==> src/rtl/fetch_unit.sv <==
// Instruction fetch stage: owns the PC, drives the ROM address and hides the ROM's one-cycle
// read latency behind a valid/ready handshake with a one-entry skid buffer.
`ifndef ROM_ADDRESS_BITWIDTH
`define ROM_ADDRESS_BITWIDTH 16
`endif

module fetch_unit #(
   parameter int unsigned       ADDR_W   = `ROM_ADDRESS_BITWIDTH,
   parameter logic [ADDR_W-1:0] RESET_PC = '0
) (
   input  logic              clk,
   input  logic              reset,
   input  logic              fetch_enable,
   output logic [ADDR_W-1:0] rom_address,
   input  logic [31:0]       rom_data,
   input  logic              redirect_valid,
   input  logic [ADDR_W-1:0] redirect_pc,
   output logic              inst_valid,
   input  logic              inst_ready,
   output logic [31:0]       inst_data,
   output logic [ADDR_W-1:0] inst_pc
);

   logic [ADDR_W-1:0] r_pc;
   logic              r_req_valid;
   logic [ADDR_W-1:0] r_req_pc;
   logic              r_buf_valid;
   logic [31:0]       r_buf_data;
   logic [ADDR_W-1:0] r_buf_pc;

   logic [ADDR_W-1:0] w_target;
   logic              w_issue;
   logic              w_capture;

   assign w_target  = redirect_pc & ~ADDR_W'(3);
   assign w_issue   = fetch_enable
                    & !(r_buf_valid & !inst_ready)
                    & !(r_req_valid & !inst_ready & !r_buf_valid);
   // The ROM word is only on rom_data for one cycle; park it if decode is not taking it.
   assign w_capture = r_req_valid & !r_buf_valid & !inst_ready;

   always_comb begin
      rom_address = redirect_valid ? w_target : r_pc;
      inst_valid  = (r_buf_valid | r_req_valid) & !redirect_valid;
      inst_data   = '0;
      inst_pc     = r_pc;
      if (r_buf_valid) begin
         inst_data = r_buf_data;
         inst_pc   = r_buf_pc;
      end else if (r_req_valid) begin
         inst_data = rom_data;
         inst_pc   = r_req_pc;
      end
   end

   always_ff @(posedge clk or posedge reset) begin
      if (reset) begin
         r_pc        <= RESET_PC;
         r_req_valid <= 1'b0;
         r_req_pc    <= RESET_PC;
         r_buf_valid <= 1'b0;
         r_buf_data  <= '0;
         r_buf_pc    <= RESET_PC;
      end else if (redirect_valid) begin
         r_buf_valid <= 1'b0;
         r_req_valid <= fetch_enable;
         r_req_pc    <= w_target;
         r_pc        <= fetch_enable ? w_target + ADDR_W'(4) : w_target;
      end else begin
         if (w_issue) begin
            r_pc        <= r_pc + ADDR_W'(4);
            r_req_valid <= 1'b1;
            r_req_pc    <= r_pc;
         end else begin
            r_req_valid <= 1'b0;
         end
         if (r_buf_valid && inst_ready) begin
            r_buf_valid <= 1'b0;
         end else if (w_capture) begin
            r_buf_valid <= 1'b1;
            r_buf_data  <= rom_data;
            r_buf_pc    <= r_req_pc;
         end
      end
   end

endmodule

==> config.mk <==
export PLATFORM = sky130hd
export DESIGN_NAME = fetch_unit
export DESIGN_NICKNAME = d
export VERILOG_FILES = /design/src/rtl/fetch_unit.sv
export SDC_FILE = /design/constraint.sdc
export NUM_CORES = 1
export LEC_CHECK = 0
export CORE_ASPECT_RATIO = 1.5
export CORE_MARGIN = 2
export CORE_UTILIZATION = 44
export CTS_CLUSTER_SIZE = 40
export DETAILED_ROUTE_END_ITERATION = 8
export PLACE_DENSITY = 0.88
export REMOVE_ABC_BUFFERS = 1
export SLEW_MARGIN = 0
export SYNTH_ARGS = -nofsm -noshare
export SYNTH_HDL_FRONTEND = slang
export SYNTH_SLANG_ARGS = --single-unit
==> constraint.sdc <==
create_clock -name clk -period 3 [get_ports clk]
set_input_delay 0.9 -clock clk [delete_from_list [all_inputs] [get_ports clk]]
set_output_delay 0.9 -clock clk [all_outputs]
set_load 0.01 [all_outputs]
==> results_dict.tcl <==
set metrics [dict create \
    drc 0 \
    hold_viol_final 0 \
    grt_pass1_vias 3668 \
    max_slew_margin_pct 55.18 \
    ys_async_sr_fraction_pct 100.0 \
    fill_cells 754 \
    seqPwrFrac_pct 40.8 \
    initialDrtViolationCount 115 \
    swShare_pct 26.04 \
    grt_max_degree 53 \
    cp-start-kind "input port" \
    hp-class "register to register" \
    drt_pre_antenna_iters 4 \
    synth-edff-count 0 \
    period_minus_slack_ns 2.952 \
    setup_viol 0 \
    cts_tree "yes" \
    via_per_inst 5.599 \
    worstMarginPinSlew_ns 0.6653 \
    via_count 3449 \
    synthDistinctLibCells 41 \
    ys_warn_count 0 \
    ir_drop_mv 0.3352 \
    synth-compound-area-share_pct 9.920 \
    critical_path_class "input port to primary output" \
    cts.sinks 78 \
    rsz0062_at_grt "false" \
    placed_area_um2 5739 \
    io_pins 118 \
    skew_ns 0.005933 \
    p_comb_share_pct 26.4 \
    worstHoldStart "r_buf_data[28]" \
    initial_utilization_pct 45.17 \
    grt.overflow.total 0 \
    dieArea_um2 10780 \
    syn_to_final_growth_pct 39.74 \
    ys.flop_type "dfrtp_1" \
    placed_cells 598 \
    htreeDepth 3 \
    stdcell_count 616 \
    syn_area_um2 4377 \
    rows 44 \
    drv_cap 0 \
    synth.largest_area_cell "dfrtp_1" \
    netlist.area_leader.share_pct 44.60 \
    n_antenna_cell 0 \
    clkTransAtPathRegs_ns 0.05 \
    detail-route-antenna-nets 0 \
    numCtsBuffers 9 \
    syn_area_per_cell_um2 11.93 \
    fin_crit_sh_pct 98.41 \
    synth-xor-area-share_pct 4.403 \
    yosysMostFrequentCell "dfrtp_1" \
    synthMuxAreaShare_pct 26.79 \
    synth_top_family_by_area "multiplexers" \
    leakage_nw 2.683 \
    drive_gt1_share_pct 26.15 \
    cts-root-buf "clkbuf_16" \
    netlist_top_cells_area "dfrtp_1, mux2_2, mux2_4" \
    powerDensity_nw_per_um2 581.7 \
    routed_wl_um 11150 \
    synth_commonest_cells "dfrtp_1, mux2_2, a22o_1, nand2_1, mux2_4" \
    outcome "finished clean" \
    dieHeight_um 126.2 \
    antenna_found_initial 0 \
    pwr-share-clk_pct 32.8 \
    io_buffers 113 \
    ys_seq_elements 78 \
    grt_pass1_wl_um 18430 \
    wl_per_cell_um 18.10 \
    yosys.area_share.simple_pct 8.662 \
    cp_data_arrival_time_ns 2.05 \
    design_area_um2 6116 \
    hpwlAfterDp_um 7604 \
    p_int_w 0.002631 \
    insertion_delay_ns 0.33 \
    seq_area_frac_synth_pct 44.60 \
    syn_inst 367 \
    final_nets 552 \
    max_freq_mhz 338.7 \
    die_w_um 85.44 \
    clock_path_buffers 2 \
    power.switching_w 0.0009266 \
    critPathCaptureType "primary output" \
    grtUsageTotal_pct 21.52 \
    crit_fanout 2 \
    cp.required_ns 2.10 \
    slew_viol_final 0 \
    synthAdderAreaFrac_pct 0.5718 \
    startpoint "rom_data[17]" \
    cts_hold_buf 0 \
    reg2reg_from "r_buf_valid" \
    place.gp.congestion 0.8494 \
    core_um2 9689 \
]
-- stage by stage --
stage	setup TNS (ns)	hold slack, ns	utilization, %	setup slack (ns)	power [W]
2_1_floorplan	-127.10	0.4811	-	-2.484	0.001954
3_3_place_gp	-4.639	0.4908	59.23	-0.3558	0.002364
3_5_place_dp	-4.767	0.4970	59.23	-0.3643	0.002409
4_1_cts	0	0.5097	62.76	0.003209	0.003593
5_1_grt	0	0.5231	63.12	0.002248	0.003736
6_report	0	0.5096	63.12	0.04779	0.003558
-- final timing paths --
check / to / slack, ns / depth (start not counted)
max in group asynchronous: r_buf_pc[10] / 1.46 / 3
min reg2reg: r_buf_data[28] / 0.51 / 1
min in group asynchronous: r_buf_data[4] / 0.90 / 2
max: inst_data[17] / 0.05 / 3
max reg2reg: r_pc[11] / 0.94 / 6
min: r_buf_data[28] / 0.51 / 1
-- per-layer routing --
layer	routed length (um)	share of wire (%)	track usage, %	vias up
met3	503	4.5	4.915	26
li1	-	-	-	1583
met1	4318	39	24.51	1719
met5	0	0	0	-
met2	6068	54	38.74	121
met4	259	2.3	7.843	0
-- flip-flops by register name (all words and copies together) (netlist names) --
register,count
r_buf_data,32
r_buf_pc,15
r_req_pc,15
r_pc,14
r_buf_valid,1
r_req_valid,1
-- layout make-up --
class | count | area [um2] | share of cell area (%)
sequential | 78 | 1957 | 32.00
clock inverter | 4 | 70.07 | 1.146
multi-input combinational | 257 | 2225 | 36.37
clock buffer | 11 | 252.7 | 4.133
tap | 115 | 143.9 | 2.353
timing repair buffer | 145 | 1444 | 23.61
inverter | 6 | 23.77 | 0.3887
-- power groups by stage --
| stage | Combinational, W | Clock [W] | Sequential (W) |
|---|---|---|---|
| finish | 0.000941 | 0.00117 | 0.00145 |
| global route | 0.00101 | 0.00124 | 0.00148 |
| CTS | 0.000945 | 0.00120 | 0.00145 |
| detailed placement | 0.000945 | 0 | 0.00146 |
| global placement | 0.000922 | 0 | 0.00144 |
| floorplan | 0.000537 | 0 | 0.00142 |
-- cells in the final DEF (no fill, tap or decap), drive strengths merged, types with 3 or more instances in the layout --
| master | count |
|---|---|
| clkinv | 3 |
| mux2i | 26 |
| dlymetal6s2s | 4 |
| clkdlybuf4s50 | 93 |
| a21oi | 4 |
| mux2 | 71 |
| nor2 | 8 |
| xor2 | 13 |
| inv | 5 |
| a22o | 32 |
| and3 | 3 |
| nand2 | 32 |
| nor4 | 5 |
| nand3 | 4 |
| nand4 | 8 |
| o21ai | 21 |
| buf | 31 |
| dfrtp | 78 |
| nor3 | 5 |
| clkbuf | 11 |
| dlygate4sd2 | 14 |
| xnor2 | 9 |
-- cell families after synthesis --
logic type	count (synthesis)
AOI/OAI and AO/OA	61
xor gates and xnor gates	22
adders and majority gates	2
buffers and inverters	33
DFF	78
muxes	97
other	1
and+or+nand+nor	73
-- worst max-delay path, stage by stage --
cell and delay (ns):
clkdlybuf4s50_1 0.47, a22o_1 0.13, clkdlybuf4s50_1 0.55
-- timing repair --
| action | CTS | global route |
|---|---|---|
| buffers inserted | 0 | 2 |
| setup endpoints to repair | 18 | 35 |
| resized for setup | 21 | 8 |
| cloned | 1 | 0 |
Power figures use the tool's default switching activity.
